File: src/rtl/clock_time_setter_pkg.sv
// ============================================================================
// clock_time_setter_pkg : shared state, field codes and time-limit constants
// Rev 1.0 - initial release
// ============================================================================
`default_nettype none

package clock_time_setter_pkg;

   typedef enum logic [2:0] {
      RUN      = 3'd0,
      SET_HOUR = 3'd1,
      SET_MIN  = 3'd2,
      SET_SEC  = 3'd3,
      COMMIT   = 3'd4
   } state_t;

   localparam logic [1:0] FIELD_NONE = 2'd0;
   localparam logic [1:0] FIELD_HOUR = 2'd1;
   localparam logic [1:0] FIELD_MIN  = 2'd2;
   localparam logic [1:0] FIELD_SEC  = 2'd3;

   localparam int TIME_W_DEF   = 6;
   localparam int HOUR_MAX_DEF = 23;
   localparam int MIN_MAX_DEF  = 59;

endpackage

`default_nettype wire

File: src/rtl/clock_time_setter_key_debounce.sv
// ============================================================================
// key_debounce : 2-flop synchronizer, stable-count debounce, press detect
// Rev 1.0 - initial release
// ============================================================================
`default_nettype none

module key_debounce #(
   parameter int unsigned DEBOUNCE_CYCLES = 1_000_000
) (
   input  logic clk,
   input  logic rst,
   input  logic key_n,
   output logic level,
   output logic press
);

   localparam int CW = $clog2(DEBOUNCE_CYCLES + 1);
   localparam logic [CW-1:0] c_last = CW'(DEBOUNCE_CYCLES - 1);

   logic          r_sync1;
   logic          r_sync2;
   logic          r_level;
   logic          r_press;
   logic [CW-1:0] r_cnt;

   // Count consecutive cycles the synchronized key disagrees with the accepted level.
   always_ff @(posedge clk or negedge rst) begin
      if (!rst) begin
         r_sync1 <= 1'b1;
         r_sync2 <= 1'b1;
         r_level <= 1'b1;
         r_press <= 1'b0;
         r_cnt   <= '0;
      end else begin
         r_sync1 <= key_n;
         r_sync2 <= r_sync1;
         r_press <= 1'b0;
         if (r_sync2 == r_level) begin
            r_cnt <= '0;
         end else if (r_cnt == c_last) begin
            r_level <= r_sync2;
            r_cnt   <= '0;
            r_press <= ~r_sync2;
         end else begin
            r_cnt <= r_cnt + 1'b1;
         end
      end
   end

   assign level = r_level;
   assign press = r_press;

endmodule

`default_nettype wire

File: src/rtl/clock_time_setter.sv
// ============================================================================
// clock_time_setter : push-button time entry FSM with shadow registers
// Rev 1.0 - initial release
// ============================================================================
`default_nettype none

module clock_time_setter
   import clock_time_setter_pkg::*;
#(
   parameter int unsigned DEBOUNCE_CYCLES = 1_000_000,
   parameter int          W               = TIME_W_DEF,
   parameter int          HOUR_MAX        = HOUR_MAX_DEF,
   parameter int          MIN_MAX         = MIN_MAX_DEF
) (
   input  logic         clk,
   input  logic         rst,
   input  logic         tick_1hz,
   input  logic         key_mode_n,
   input  logic         key_inc_n,
   input  logic         key_dec_n,
   input  logic [W-1:0] cur_hour,
   input  logic [W-1:0] cur_min,
   input  logic [W-1:0] cur_sec,
   output logic [W-1:0] set_hour,
   output logic [W-1:0] set_min,
   output logic [W-1:0] set_sec,
   output logic         load,
   output logic         run_en,
   output logic [1:0]   edit_field,
   output logic         blink
);

   localparam logic [W-1:0] c_hour_max = W'(HOUR_MAX);
   localparam logic [W-1:0] c_min_max  = W'(MIN_MAX);

   logic   w_mode_lvl, w_inc_lvl, w_dec_lvl;
   logic   w_mode_prs, w_inc_prs, w_dec_prs;
   logic   w_mode, w_inc, w_dec, w_step, w_in_set;
   state_t r_state, w_next;
   logic [W-1:0] r_hour, r_min, r_sec;
   logic         r_blink;

   key_debounce #(.DEBOUNCE_CYCLES(DEBOUNCE_CYCLES)) u_key_mode (
      .clk(clk), .rst(rst), .key_n(key_mode_n), .level(w_mode_lvl), .press(w_mode_prs));
   key_debounce #(.DEBOUNCE_CYCLES(DEBOUNCE_CYCLES)) u_key_inc (
      .clk(clk), .rst(rst), .key_n(key_inc_n), .level(w_inc_lvl), .press(w_inc_prs));
   key_debounce #(.DEBOUNCE_CYCLES(DEBOUNCE_CYCLES)) u_key_dec (
      .clk(clk), .rst(rst), .key_n(key_dec_n), .level(w_dec_lvl), .press(w_dec_prs));

   assign w_mode   = w_mode_prs & ~w_mode_lvl;
   assign w_inc    = w_inc_prs  & ~w_inc_lvl;
   assign w_dec    = w_dec_prs  & ~w_dec_lvl;
   assign w_step   = (w_inc ^ w_dec) & ~w_mode;
   assign w_in_set = (r_state == SET_HOUR) || (r_state == SET_MIN) || (r_state == SET_SEC);

   function automatic logic [W-1:0] f_step(input logic [W-1:0] v, input logic [W-1:0] max,
                                           input logic up);
      if (up) return (v >= max) ? '0 : v + 1'b1;
      else    return (v == '0) ? max : v - 1'b1;
   endfunction

   function automatic logic [W-1:0] f_clamp(input logic [W-1:0] v, input logic [W-1:0] max);
      return (v > max) ? max : v;
   endfunction

   always_ff @(posedge clk or negedge rst) begin
      if (!rst) r_state <= RUN;
      else      r_state <= w_next;
   end

   always_comb begin
      w_next     = r_state;
      edit_field = FIELD_NONE;
      case (r_state)
         RUN:      if (w_mode) w_next = SET_HOUR;
         SET_HOUR: begin edit_field = FIELD_HOUR; if (w_mode) w_next = SET_MIN; end
         SET_MIN:  begin edit_field = FIELD_MIN;  if (w_mode) w_next = SET_SEC; end
         SET_SEC:  begin edit_field = FIELD_SEC;  if (w_mode) w_next = COMMIT;  end
         COMMIT:   w_next = RUN;
         default:  w_next = RUN;
      endcase
   end

   always_ff @(posedge clk or negedge rst) begin
      if (!rst) begin
         r_hour <= '0;
         r_min  <= '0;
         r_sec  <= '0;
      end else if (r_state == RUN && w_mode) begin
         r_hour <= f_clamp(cur_hour, c_hour_max);
         r_min  <= f_clamp(cur_min,  c_min_max);
         r_sec  <= f_clamp(cur_sec,  c_min_max);
      end else if (w_step) begin
         case (r_state)
            SET_HOUR: r_hour <= f_step(r_hour, c_hour_max, w_inc);
            SET_MIN:  r_min  <= f_step(r_min,  c_min_max,  w_inc);
            SET_SEC:  r_sec  <= f_step(r_sec,  c_min_max,  w_inc);
            default:  ;
         endcase
      end
   end

   // Any state change clears blink, so each SET_* field starts visible.
   always_ff @(posedge clk or negedge rst) begin
      if (!rst)                               r_blink <= 1'b0;
      else if (w_next != r_state || !w_in_set) r_blink <= 1'b0;
      else if (tick_1hz)                      r_blink <= ~r_blink;
   end

   assign set_hour = r_hour;
   assign set_min  = r_min;
   assign set_sec  = r_sec;
   assign load     = (r_state == COMMIT);
   assign run_en   = (r_state == RUN);
   assign blink    = r_blink;

endmodule

`default_nettype wire

File: config.mk
export PLATFORM = sky130hd
export DESIGN_NAME = clock_time_setter
export DESIGN_NICKNAME = d
export VERILOG_FILES = /design/src/rtl/clock_time_setter_pkg.sv /design/src/rtl/clock_time_setter_key_debounce.sv /design/src/rtl/clock_time_setter.sv
export SDC_FILE = /design/constraint.sdc
export NUM_CORES = 1
export LEC_CHECK = 0
export CORE_MARGIN = 4
export CORE_UTILIZATION = 50
export CTS_CLUSTER_DIAMETER = 200
export CTS_CLUSTER_SIZE = 12
export DETAILED_ROUTE_END_ITERATION = 7
export GPL_TIMING_DRIVEN = 0
export PLACE_DENSITY = 0.7
export REMOVE_ABC_BUFFERS = 1
export SLEW_MARGIN = 20
export SYNTH_ARGS = -nofsm -noshare
export SYNTH_HDL_FRONTEND = slang
export SYNTH_SLANG_ARGS = --single-unit
File: constraint.sdc
create_clock -name clk -period 2.5 [get_ports clk]
set_clock_uncertainty 0.1 [all_clocks]
set_input_delay 0.375 -clock clk [delete_from_list [all_inputs] [get_ports clk]]
set_output_delay 0.375 -clock clk [all_outputs]
set_load 0.01 [all_outputs]
### Word-level counts from Yosys, hierarchy flattened

Index checks and enable logic that the tools add are counted.

* logic and storage cells: 123
* bits in read-only memories: 0
* memories: 0
* latch bits: 0
* bits in registers: 94
* RAM bits: 0

* shift operators: 0
* equality and inequality tests: 11
* multiplexer cells: 41
* multiply operators: 0
* add/sub/neg operators: 9
* reduce and logical (&&, ||, !) cells: 20
* magnitude comparators: 6
* bitwise gates (word level): 16
* div/mod/pow operators: 0

Operator list (count)
* $mux W6: 21
* $mux W20: 6
* $add A20 B1 Y20 const B: 3
* $eq A20 B20 Y1 const B: 3
* $add A6 B1 Y6 const B: 3
* $logic_not A6 Y1: 3
* $sub A6 B1 Y6 const B: 3
* $ge A6 B6 Y1 const B: 2
* $gt A6 B6 Y1 const B: 2
* $mux W3: 4
* $pmux W3 S4: 1
* $reduce_and A2 Y1: 6
* $not A1 Y1: 11
* $reduce_bool A2 Y1: 5
* $mux W1: 8
* $eq A3 B2 Y1 const B: 2
* $ge A6 B5 Y1 const B: 1
* $gt A6 B5 Y1 const B: 1
* $pmux W2 S3: 1
* $and A1 B1 Y1: 4
* $eq A1 B1 Y1: 3
* $eq A3 B1 Y1 const B: 1
* $eq A3 B3 Y1 const B: 1
* $logic_not A3 Y1: 1
* 5 further kinds: 7

### Logic depth before layout (Yosys ltp)

* depth after elaboration: 7
* mapped depth: 8
* gate-level depth less buffers: 7

### Cells and area by module

Synthesis repeated with hierarchy kept, for this count alone.

* cell total of the unflattened synthesis: 603
* area, all modules: 5434.0 um^2

By module, submodules not included
* key_debounce: cells an instance 116, area an instance 1139.8 um^2, times used 3
* clock_time_setter: cells an instance 255, area an instance 2014.4 um^2, times used 1

### Worst setup path before layout

No wires, ideal clock.

* kind: register to register
* from: register r_sec[0] (netlist: set_sec[0])
* to: register r_sec[4] (netlist: set_sec[4])
* data required time: 2.274 ns
* period minus slack after synthesis: 1.920 ns
* path slack: 0.580 ns
* setup time: 0.126 ns
* data arrival time: 1.695 ns
* stages on the path, launching flop included: 9
* cell sequence: dfrtp_1 > clkbuf_1 > inv_1 > ha_1 > nor2b_1 > o21a_1 > o21ai_0 > a21oi_1 > a221o_1

* word-level cells in the longest chain between the ends: 6
* elaborated cells on any way between the ends: 10
* those cells by class: add/sub (2); order compare (1); mux (6); reduce/logical (1)

RTL lines
* from (decl): RTL line clock_time_setter.sv:40 `logic [W-1:0] r_hour, r_min, r_sec;`
* from (signal assigned): RTL line clock_time_setter.sv:92 `r_sec <= f_clamp(cur_sec, c_min_max);`
* from (signal assigned): RTL line clock_time_setter.sv:97 `SET_SEC: r_sec <= f_step(r_sec, c_min_max, w_inc);`
* $sub A6 B1 Y6, or another cell as far along: RTL line clock_time_setter.sv:59 `else return (v == '0) ? max : v - 1'b1;`
* $mux W6 (on tied branches): RTL line clock_time_setter.sv:59, clock_time_setter.sv:58
* $mux W6 *: RTL line clock_time_setter.sv:58 `if (up) return (v >= max) ? '0 : v + 1'b1;`
* $mux W6 *: RTL line clock_time_setter.sv:94 `case (r_state)`
* $mux W6 *: RTL line clock_time_setter.sv:93 `end else if (w_step) begin`
* $mux W6 *: RTL line clock_time_setter.sv:89 `end else if (r_state == RUN && w_mode) begin`

Every way passes the cells marked *; elsewhere a longest branch is shown, timed or not. The select of a mux whose other input is x is not followed.
A chain may end at the register's enable or synchronous reset.

### Final worst setup path

* from: register u_key_mode.r_level (netlist: u_key_mode.level)
* to: register r_sec[4] (netlist: set_sec[4])

* word-level cells in the longest chain between the ends: 6
* elaborated cells on any way between the ends: 9
* those cells by class: mux (1); bitwise (4); reduce/logical (4)

RTL lines
* from (decl): RTL line clock_time_setter_key_debounce.sv:22 `logic r_level;`
* from (signal assigned): RTL line clock_time_setter_key_debounce.sv:41 `r_level <= r_sync2;`
* $not A1 Y1 *: RTL line clock_time_setter.sv:50 `assign w_mode = w_mode_prs & ~w_mode_lvl;`
* $and A1 B1 Y1 *: RTL line clock_time_setter.sv:50
* $not A1 Y1: RTL line clock_time_setter.sv:53 `assign w_step = (w_inc ^ w_dec) & ~w_mode;`
* $and A1 B1 Y1: RTL line clock_time_setter.sv:53
* $reduce_bool A2 Y1 (no line)
* $reduce_and A2 Y1 (no line)

Every way passes the cells marked *; elsewhere a longest branch is shown, timed or not.

==> results_dict.tcl <==
set metrics [dict create \
    outcome "finished clean" \
    wl_per_cell_um 14.6 \
    multi_input_area_mm2 0.00281 \
    critical_path_class "register to register" \
    fmax_mhz 429 \
    cts_tree "yes" \
    synth_async_sr_flop_share_pct 100 \
    synth_area_mm2 0.00534 \
    end_kind "register" \
    path_cells "nor2b_1 -> nand2_1 -> and2_1 -> a221o_1" \
    clock_latency_ns 0.36 \
    path_buf_inv 0 \
    cp_top_family "simple AND/OR/NAND/NOR gates" \
    yosysWarnings 0 \
    port_buffers 46 \
    fp-row-count 37 \
    area_delta_synth_final_pct 14.1 \
    antenna_found_initial 0 \
    final_util_pct 58.7 \
    track_usage_pct 18.5 \
    cp_max_fo 18 \
    reg2reg_slack_ns 0.17 \
    finalHoldViolations 0 \
    ys_types 64 \
    die_x_um 111 \
    ys_seq_elements 94 \
    yosysTopAreaCell "dfrtp_1" \
    seq_area_frac_synth_pct 44.3 \
    fp.dieH_um 111 \
    grt_max_degree 76 \
    wl_met3_um 469 \
    wl_met2_mm 5.23 \
    core_mm2 0.0104 \
    worstMarginPinSlew_ns 0.755 \
    synth_edf_count 0 \
    whs_ns 0.258 \
    gp_congestion 0.860 \
    wl_met1_mm 5.10 \
    ios 47 \
    cts_buffers 9 \
    power.total_mw 2.66 \
    rsz0062_at_grt "no" \
    dp_hpwl_mm 7.58 \
    postCtsSetupRepairBufs 0 \
    grt_pass1_wl_mm 19.5 \
    maxCapViolations 0 \
    drt-total-wl_mm 10.9 \
    setup_viol 0 \
    first_global_vias 4271 \
    slew_headroom_pct 49.3 \
    cts_root_buf "clkbuf_8" \
    dieArea_mm2 0.0124 \
    clk_pin_slew_ns 0.08 \
    power_density_mw_per_mm2 437 \
    drive_above_1_share_pct 7.39 \
    highest-signal-layer "met4" \
    finalCriticalPeriod_ns 2.33 \
    dr.first_iter.drc_count 255 \
    nets 640 \
    overflow 0 \
    dp_slack_ns 0.217 \
    synthTopCellsByArea "dfrtp_1 40%, xor2_1 5.7%, nor2_1 5.6%" \
    h-tree-depth 3 \
    synthCells 570 \
    yosys.area.top_type_share_pct 39.8 \
    clock_path_buffers 2 \
    regArea_mm2 0.00236 \
    finalWorstSetupSlack_ns 0.171 \
    critPathSlowestCell "nand2_1" \
    dr.pass1.iters 4 \
    synthFlopType "dfrtp_1" \
    antennaDiodeCount 0 \
    start_kind "register" \
    drv_slew 0 \
    fin_crit_sh_pct 93.2 \
    route.detailed.drc 0 \
    ant_nets 0 \
    via_count 4296 \
    cp_data_arrival_time_ns 2.47 \
    hp-class "register to register" \
    clock-sinks 94 \
    vias_per_cell 5.77 \
    critPathMaxStageDelay_ns 0.55 \
    ir_drop_mv 0.312 \
    n_fill_cell 915 \
    syn_avg_cell_area_um2 9.36 \
    required_ns 2.64 \
    p_leak_nw 2.51 \
    start_util_pct 51.5 \
]
-- final cells by class --
class	instances	share of cell area, %
Multi-Input combinational cell	439	46.2
Tap cell	136	2.79
Timing Repair Buffer	49	8.38
Clock buffer	12	2.38
Sequential cell	94	38.8
Inverter	11	0.678
Clock inverter	4	0.781
-- final timing paths --
check / startpoint / cells after the start / end
max: u_key_mode.level$_DFFE_PN1P_ / 4 / set_sec[4]$_DFFE_PN0P_
min: u_key_inc.r_sync1$_DFF_PN1_ / 0 / u_key_inc.r_sync2$_DFF_PN1_
max reg2reg: u_key_mode.level$_DFFE_PN1P_ / 4 / set_sec[4]$_DFFE_PN0P_
min reg2reg: u_key_inc.r_sync1$_DFF_PN1_ / 0 / u_key_inc.r_sync2$_DFF_PN1_
max in group asynchronous: rst / 3 / u_key_mode.level$_DFFE_PN1P_
min in group asynchronous: rst / 2 / u_key_inc.r_cnt[4]$_DFF_PN0_
-- layer usage --
metal  track usage (%)  vias up
met2              30.3       99
met1              24.7     2084
met3              3.82        8
li1                  -     2105
met4              6.24        0
met5                 0        -
-- where the power goes --
group,switching [mW],internal [mW]
clock,0.504,0.488
sequential,0.0159,1.54
combinational,0.0617,0.0518
-- per-stage QoR --
stage	instance area (um2)	cells	setup TNS, ns
floorplan	5210	544	0
global placement	5840	726	-224.04
detailed placement	5890	728	0
CTS	6090	745	0
global route	6090	745	0
finish	6090	745	0
-- cells in the mapped netlist (5+ instances only) --
master / n
dfrtp_1: 85
nor2_1: 79
nand3_1: 39
xor2_1: 35
nand2_1: 34
o21ai_0: 34
xnor2_1: 25
nand4_1: 20
nor3_1: 15
and3_1: 14
buf_2: 12
clkbuf_1: 12
ha_1: 12
and2_1: 11
inv_1: 11
a21oi_1: 9
dfstp_2: 9
nor2b_1: 9
nor4_1: 9
nor3b_1: 8
a31oi_1: 7
and4_1: 7
o22ai_1: 5
-- flip-flops by register name, summed over array words and instances (netlist names) --
signal / cells
u_key_dec.r_cnt: 20
r_state: 3
u_key_mode.r_cnt: 20
u_key_inc.r_sync2: 1
u_key_inc.r_sync1: 1
blink: 1
u_key_mode.r_sync2: 1
u_key_dec.r_sync2: 1
u_key_inc.level: 1
u_key_dec.press: 1
set_min: 6
u_key_inc.press: 1
set_sec: 6
u_key_inc.r_cnt: 20
u_key_mode.press: 1
set_hour: 6
u_key_dec.level: 1
u_key_dec.r_sync1: 1
u_key_mode.level: 1
u_key_mode.r_sync1: 1
-- cells by family after synthesis --
family / Yosys count / synth area share, %
DFF: 94 / 44.3
muxes: 5 / 1.13
xor gates and xnor gates: 61 / 10.4
AOI/OAI and AO/OA: 95 / 11.7
and+or+nand+nor: 266 / 26.6
buffers and inverters: 37 / 3.09
adders and majority gates: 12 / 2.81
-- layout by cell type, fill, tap and decap left out, types with 3 or more instances in the layout --
cell type,count
o21a_1,4
dfstp_2,9
ha_1,12
clkbuf_8,10
nor2_1,79
a311oi_1,4
nor4_1,9
a211oi_1,4
a31oi_1,7
o21ai_0,34
mux2_2,4
nand2_1,34
nor3_1,15
nand3_1,39
xor2_1,35
o211ai_1,3
and2_1,10
o22ai_1,5
nand3b_1,3
and4_1,7
clkdlybuf4s50_1,45
o2111ai_1,3
xnor2_1,25
nor3b_1,8
nor4b_1,3
a21o_1,3
nand4_1,20
a21oi_1,9
dfrtp_1,85
and3_1,14
inv_1,11
nor2b_1,8
-- what timing repair did --
item                                    4_1_cts  5_1_grt
gates resized for setup                       0        1
endpoints found under the setup margin        0        1
hold endpoints to repair                     19        0
hold buffers                                  1        0
Note: power is estimated with default switching activity, not from simulation.
